===== src/rtl/fetch_sequencer.sv =====
// Instruction fetch/issue sequencer: IDLE -> FETCH -> ISSUE loop with branch/jump PC steering and a fetch timeout.
// Optional INSTR_COUNT_EN macro adds o_inst_count, a wrapping count of consumed instructions.
module fetch_sequencer #(
  parameter logic [31:0] RESET_PC   = 32'h0000_0000,
  parameter int          WAIT_LIMIT = 16
) (
  input  logic        i_clk,
  input  logic        i_rst,
  output logic        o_imem_req,
  output logic [31:0] o_imem_addr,
  input  logic        i_imem_ready,
  input  logic [31:0] i_imem_rdata,
  output logic [31:0] o_inst,
  output logic [5:0]  o_opcode,
  output logic [5:0]  o_func,
  output logic        o_inst_valid,
  input  logic        i_halted,
  input  logic        i_branch,
  input  logic        i_jump,
  input  logic        i_jump_register,
  input  logic        i_link,
  input  logic        i_branch_cond,
  input  logic [31:0] i_rs_data,
  input  logic        i_stall,
  output logic [31:0] o_pc,
  output logic [31:0] o_link_addr,
  output logic        o_halt_out,
  output logic        o_fault
`ifdef INSTR_COUNT_EN
  ,
  output logic [31:0] o_inst_count
`endif
);

  localparam int WW = $clog2(WAIT_LIMIT + 1);
  localparam logic [WW-1:0] WAIT_LAST = WW'(WAIT_LIMIT - 1);

  typedef enum logic [1:0] {S_IDLE, S_FETCH, S_ISSUE, S_HALT} state_t;

  state_t        r_state, w_next;
  logic [31:0]   r_pc, r_inst;
  logic [WW-1:0] r_wait;
  logic          r_fault;

  logic [31:0]   w_pc4, w_br_off, w_next_pc;
  logic          w_issue_go, w_timeout;
  logic          w_unused;

  assign w_unused   = ^i_rs_data[1:0];
  assign w_issue_go = (r_state == S_ISSUE) && !i_stall;
  assign w_timeout  = (r_state == S_FETCH) && !i_imem_ready && (r_wait == WAIT_LAST);

  assign w_pc4    = r_pc + 32'd4;
  assign w_br_off = {{14{r_inst[15]}}, r_inst[15:0], 2'b00};

  always_comb begin
    w_next_pc = w_pc4;
    if (i_jump_register)              w_next_pc = {i_rs_data[31:2], 2'b00};
    else if (i_jump)                  w_next_pc = {w_pc4[31:28], r_inst[25:0], 2'b00};
    else if (i_branch && i_branch_cond) w_next_pc = w_pc4 + w_br_off;
  end

  always_comb begin
    w_next = r_state;
    case (r_state)
      S_IDLE:  w_next = S_FETCH;
      S_FETCH: begin
        if (i_imem_ready)   w_next = S_ISSUE;
        else if (w_timeout) w_next = S_HALT;
      end
      S_ISSUE: begin
        if (!i_stall) w_next = i_halted ? S_HALT : S_FETCH;
      end
      S_HALT:  w_next = S_HALT;
      default: w_next = S_IDLE;
    endcase
  end

  always_ff @(posedge i_clk) begin
    if (i_rst) begin
      r_state <= S_IDLE;
      r_pc    <= RESET_PC;
      r_inst  <= 32'd0;
      r_wait  <= '0;
      r_fault <= 1'b0;
    end else begin
      r_state <= w_next;
      if (r_state == S_FETCH) begin
        if (i_imem_ready) begin
          r_inst <= i_imem_rdata;
          r_wait <= '0;
        end else if (!w_timeout) begin
          r_wait <= r_wait + 1'b1;
        end
      end
      if (w_timeout) r_fault <= 1'b1;
      // A halting instruction keeps its own pc visible.
      if (w_issue_go && !i_halted) r_pc <= w_next_pc;
    end
  end

  assign o_imem_req   = (r_state == S_FETCH);
  assign o_imem_addr  = r_pc;
  assign o_inst_valid = (r_state == S_ISSUE);
  assign o_halt_out   = (r_state == S_HALT);
  assign o_fault      = r_fault;
  assign o_inst       = r_inst;
  assign o_opcode     = r_inst[31:26];
  assign o_func       = r_inst[5:0];
  assign o_pc         = r_pc;
  assign o_link_addr  = i_link ? (r_pc + 32'd8) : 32'd0;

`ifdef INSTR_COUNT_EN
  logic [31:0] r_inst_count;
  always_ff @(posedge i_clk) begin
    if (i_rst)           r_inst_count <= 32'd0;
    else if (w_issue_go) r_inst_count <= r_inst_count + 32'd1;
  end
  assign o_inst_count = r_inst_count;
`endif

endmodule


===== config.mk =====
export PLATFORM = sky130hd
export DESIGN_NAME = fetch_sequencer
export DESIGN_NICKNAME = d
export VERILOG_FILES = /design/src/rtl/fetch_sequencer.sv
export SDC_FILE = /design/constraint.sdc
export NUM_CORES = 1
export LEC_CHECK = 0
export ABC_AREA = 0
export ABC_CLOCK_PERIOD_IN_PS = 9120
export CAP_MARGIN = 5
export CORE_MARGIN = 5
export CORE_UTILIZATION = 25
export CTS_BUF_LIST = sky130_fd_sc_hd__clkbuf_8
export DETAILED_ROUTE_END_ITERATION = 7
export GPL_ROUTABILITY_DRIVEN = 1
export MAX_ROUTING_LAYER = met4
export PLACE_DENSITY = 0.47
export SETUP_SLACK_MARGIN = 0.5
export SLEW_MARGIN = 20
export SYNTH_ARGS = -nofsm -noshare
export SYNTH_HDL_FRONTEND = slang
export SYNTH_SLANG_ARGS = --single-unit
export TNS_END_PERCENT = 50

===== constraint.sdc =====
create_clock -name i_clk -period 9.12 [get_ports i_clk]
set_input_delay 2.28 -clock i_clk [delete_from_list [all_inputs] [get_ports i_clk]]
set_output_delay 2.28 -clock i_clk [all_outputs]
set_load 0.01 [all_outputs]

==> impl_metrics.ini, run 1 <==
[run_status]
status = finished clean

[logic_synthesis]
synth_seq_cells = 70
ys_warn_count = 0
synth_edf_count = 0
synth.cell_area_sq_um = 6600
synth_cells = 921
yosysSeqAreaShare_pct = 21.2
syn_area_per_cell_sq_um = 7.17
synth-async-reset-ratio_pct = 0
synth_flop_cell = dfxtp_1
synth_cell_types = 75

[sta]
hold_viol = 0
setup_tns_ps = 0
rsz0062_at_grt = no
min_period_ps = 6440
setup_viol = 0
max_freq_mhz = 155
slew_viol_final = 0
max_slew_margin_pct = 38.0
clock_skew_ps = 18.9
finalCritPeriodShare_pct = 70.6
tightest_slew_ps = 926

[min_path]
min-delay-path-class = register to register

[power]
pwr-share-clk_pct = 35.1
powerDensity_nw_per_um2 = 89.3
vdd_ir_drop_max_mv = 0.0833
power_uw = 787
p_switching_uw = 255
sw_frac_of_total_pct = 32.4
seq_power_share_pct = 42.4
internal-power_uw = 533
p_leak_uw = 0.00330
combPwrFrac_pct = 22.6

[layout]
fin_nets = 1164
final_cell_area_sq_um = 8810
final_cells = 1390
layout_common_cells = clkdlybuf4s50_1 (208), nand2_1 (143), a21oi_1 (89)
drive_gt1_share_pct = 4.83
final_common_cell = clkdlybuf4s50_1
num_antenna_cells = 0
area_growth_pct = 33.5
fin_util_pct = 33.8

[route]
drtIter0Drc = 434
routedWlPerCell_microns = 17.5
wl_microns = 24300
num_vias = 6826
routed_via_density = 4.91
drc_errors = 0
ant_nets = 0
first_pass_iters = 5

[floorplan]
die_w_microns = 172
num_io_pins = 218
start_util_pct = 25.3
die_h_microns = 172
core_sq_um = 26100
die_area_sq_um = 29800
rows = 59

[setup_path]
crit_chain = clkdlybuf4s50_1 -> a21boi_0 -> clkdlybuf4s50_1
cpMostUsedCell = clkdlybuf4s50_1
start_kind = input port
rrSetupSlack_ps = 3910
crit_path_end_kind = output pin
worst_path_largest_cell_delay_ps = 1020
slowest_stage = clkdlybuf4s50_1
crit_buf_inv = 2
cp_max_fo = 30
crit_type = input port to output pin
r2r-end = o_imem_addr[21]
crit_cells = 3
r2r_cells = 15
endpoint = o_link_addr[29]
crit_family = buffers and inverters
r2r-start = o_imem_addr[2]
cp_data_arrival_time_ps = 4160
cp-startpoint = i_link
cp.required_ps = 6840

[global_route]
antenna_found_initial = 0
grtUsageTotal_pct = 16.6
grt_pass1_vias = 6595
grt_max_degree = 73
grt_pass1_wl_microns = 37800
grt_overflow_total = 0

[place]
port_buffers = 209
placed_cells = 1374
postPlaceCellArea_sq_um = 8610
routabilityCongestion = 0.853
hpwl_microns = 18700

[clocking]
htree_levels = 3
cts_setup_buffers = 0
cts_buffers = 9
clkSlewWorstSetupHoldPaths_ps = 100
clock-sinks = 70
clock_path_buffers = 2
clock-root-buffer = clkbuf_8
cts.hold.buffers_added = 0
cts-resized-gates = 0
clock_latency_ps = 370
cts_tree = done

[flow_run]
cap_viol_max_count = 0
## registers in the layout, summed over array words and instances, names as in the netlist
register and count:
o_fault 1, o_inst 32, r_state 2, o_imem_addr 30, r_wait 5
## cell families after synthesis
logic type               count (synthesis)  synth area share, %
AND/OR/NAND/NOR                        358                 25.8
AO/OA/AOI/OAI                          262                 25.9
buffers and inverters                  121                 9.97
flip-flops                              70                 21.2
XOR/XNOR                                63                 8.36
adder cells (fa/ha/maj)                 40                 7.70
multiplexers                             6                0.910
other                                    1               0.0568
## synthesized netlist by cell type, types with 7 or more instances
| library cell | instances | area (sq um) |
|---|---|---|
| nand4_1 | 14 | 87.6 |
| clkbuf_1 | 39 | 146 |
| xor2_1 | 27 | 236 |
| and2_1 | 29 | 181 |
| dfxtp_1 | 70 | 1400 |
| o211ai_1 | 11 | 82.6 |
| nand3_1 | 29 | 145 |
| nor2b_1 | 7 | 43.8 |
| nand2_1 | 143 | 537 |
| ha_1 | 39 | 488 |
| o21ai_0 | 49 | 245 |
| inv_1 | 12 | 45.0 |
| o21a_1 | 8 | 60.1 |
| xnor2_1 | 36 | 315 |
| a21boi_0 | 8 | 60.1 |
| buf_4 | 50 | 375 |
| buf_2 | 13 | 65.1 |
| a211oi_1 | 23 | 173 |
| a21oi_1 | 89 | 445 |
| and3_1 | 12 | 75.1 |
| nor3_1 | 19 | 95.1 |
| a21o_1 | 12 | 90.1 |
| or3_1 | 14 | 87.6 |
| nor2_1 | 69 | 259 |
## power groups by stage
| stage | clock network (uW) | registers (uW) | logic (uW) |
|---|---|---|---|
| final | 276 | 333 | 178 |
| after global routing | 301 | 336 | 197 |
| after CTS | 290 | 334 | 179 |
| after detailed placement | 0 | 341 | 179 |
| after global placement | 0 | 341 | 178 |
| after floorplan | 0 | 337 | 94.7 |
## worst min path at each step
stage	start	end	slack (ps)	depth (start not counted)
6_report	r_wait[3]	r_wait[3]	470	2
5_1_grt	r_wait[3]	r_wait[3]	510	2
4_1_cts	r_wait[3]	r_wait[3]	470	2
3_5_place_dp	r_wait[3]	r_wait[3]	460	2
3_3_place_gp	r_wait[3]	r_wait[3]	450	2
2_1_floorplan	r_wait[3]	r_wait[3]	440	2
## metal layers
metal / wire, microns / vias to the layer above / GRT usage [%]
met5: 0 / - / -
met4: 352 / 0 / 4.27
met3: 1470 / 18 / 2.19
met2: 9840 / 211 / 23.1
met1: 12700 / 3116 / 25.0
li1: - / 3481 / -
## metrics by stage
stage                     hold WS, ps  worst slack (ps)
after floorplan                   435              4040
after global placement            452              2670
after detailed placement          455              2640
after CTS                         474              2630
after global routing              515              2440
final                             470              2680
## tightest hold or removal path, stage by stage, from the launching register on
cell	delay, ps
dfxtp_1	330
nand2_1	50
a21oi_1	50
## layout make-up
class | count | area (sq um)
clock buffer | 9 | 124
clock inverter | 7 | 81.3
fill | 2805 | 17200
inverter | 13 | 48.8
multi-input combinational | 735 | 4560
sequential | 70 | 1400
tap | 335 | 419
timing repair buffer | 221 | 2180
Power figures use the tool's default switching activity.
==> inputs of run 2 (changes only) <==
ABC_CLOCK_PERIOD_IN_PS = 5980   (was 9120)
clock period = 5.98 ns   (was 9.12 ns; I/O delays follow)
==> run 2 against run 1 <==
Compared with the run above: worst hold slack improved by 8.8 ps; sequential share of layout area hardly changed; sequential power increased by 53%; utilization about the same; register-to-register slack lost 2800 ps; via count up 0.59%; worst setup slack got worse by 1700 ps; first-iteration DRC count fell by 23%; critical path type is now register to output pin; largest cell class unchanged.
==> impl_metrics.ini, run 2 (same netlist as run 1, synthesis figures left out) <==
[layout]
drive_gt1_share_pct = 4.83
final_common_cell = clkdlybuf4s50_1
layout_common_cells = clkdlybuf4s50_1 (208), nand2_1 (143), a21oi_1 (89)
final_cells = 1390
multi_input_area_sq_um = 4560
area_growth_pct = 33.7
fillerInstances = 2851
fin_nets = 1164
largest_reg_flops = 32
num_antenna_cells = 0
final-seq-area_sq_um = 1400

[flow_run]
cap_viol_max_count = 0

[sta]
setup_ws_ps = 967
rsz0062_at_grt = no
hold_viol = 0
clock_skew_ps = 16.1
tightest_slew_ps = 1060
min_period_ps = 5010
max_slew_margin_pct = 29.5
setup_tns_ps = 0
slew_viol_final = 0
setup_viol = 0
max_freq_mhz = 199
finalCritPeriodShare_pct = 83.8

[route]
routed_via_density = 4.94
drtIter0Drc = 333
ant_nets = 0
num_vias = 6866
drc_errors = 0
wl_microns = 24700
first_pass_iters = 5
routedWlPerCell_microns = 17.8

[power]
vdd_ir_drop_max_mv = 0.0793
powerDensity_nw_per_um2 = 135
p_leak_uw = 0.00331

[clocking]
clock-root-buffer = clkbuf_8
cts_tree = done
clock_latency_ps = 370
cts.hold.buffers_added = 0
htree_levels = 3
cts_setup_buffers = 0
cts-resized-gates = 0
clock-sinks = 70
cts_buffers = 9
clkSlewWorstSetupHoldPaths_ps = 90
clock_path_buffers = 2

[min_path]
min-delay-path-class = register to register

[setup_path]
start_kind = register
cp_data_arrival_time_ps = 3520
crit_path_end_kind = output pin
cp.required_ps = 4490
cp_max_fo = 8
crit_type = register to output pin

[place]
routabilityCongestion = 0.867
pre_cts_ws_ps = 1040
port_buffers = 209
hpwl_microns = 19200
placed_cells = 1374

[global_route]
grt_pass1_wl_microns = 37600
grt_max_degree = 52
grt_overflow_total = 0
antenna_found_initial = 0
grtUsageTotal_pct = 16.6
grt_pass1_vias = 6480

[floorplan]
die_area_sq_um = 29800
start_util_pct = 25.3
core_sq_um = 26100
num_io_pins = 218
die_w_microns = 172
rows = 59
die_h_microns = 172

[run_status]
status = finished clean
[run 2: cell count changes in the layout (fill, tap and decap cells not counted)]
cell,delta
buf_4,-1
inv_6,-1
clkinv_4,+1
buf_12,+1
[run 2: power breakdown]
part | switching (uW) | internal (uW) | total (uW) | leakage, uW
clock | 216 | 198 | 413 | 0.000100
sequential | 28.5 | 482 | 510 | 0.000568
combinational | 137 | 132 | 270 | 0.00264
[run 2: cell type report]
| type | count | area share [%] |
|---|---|---|
| Multi-Input combinational cell | 735 | 51.7 |
| Tap cell | 335 | 4.75 |
| Sequential cell | 70 | 15.9 |
| Inverter | 13 | 0.553 |
| Clock inverter | 7 | 0.922 |
| Clock buffer | 9 | 1.40 |
| Timing Repair Buffer | 221 | 24.8 |
[run 2: routing by layer]
metal,vias to the layer above,GRT usage (%),wire length (microns)
met1,3179,24.8,12800
met5,-,-,0
met4,0,3.93,308
met3,16,2.40,1390
li1,3467,-,-
met2,204,23.2,10200
[run 2: final timing paths]
check	end	from	slack [ps]	cells after the start
setup / recovery	o_link_addr[31]	o_imem_addr[4]	970	8
hold / removal	r_wait[3]	r_wait[3]	480	2
setup reg to reg	o_imem_addr[21]	o_imem_addr[3]	1100	15
hold reg to reg	r_wait[3]	r_wait[3]	480	2
[run 2: through the flow]
step                      instance area [sq um]  hold slack (ps)  total power, uW  util, %
after floorplan                            6620              435              659        -
after global placement                     8620              452              793     33.1
after detailed placement                   8620              459              792     33.1
after CTS                                  8820              480             1220     33.9
after global routing                       8820              516             1260     33.9
final                                      8820              478             1190     33.9
[run 2: worst max-delay path, stage by stage (launching register included)]
cell             delay [ps]
dfxtp_1                 520
ha_1                    330
nand3_2                 200
nor4_4                  460
nand3_2                 180
or2_1                   340
or3_1                   360
a21boi_0                190
clkdlybuf4s50_1         570
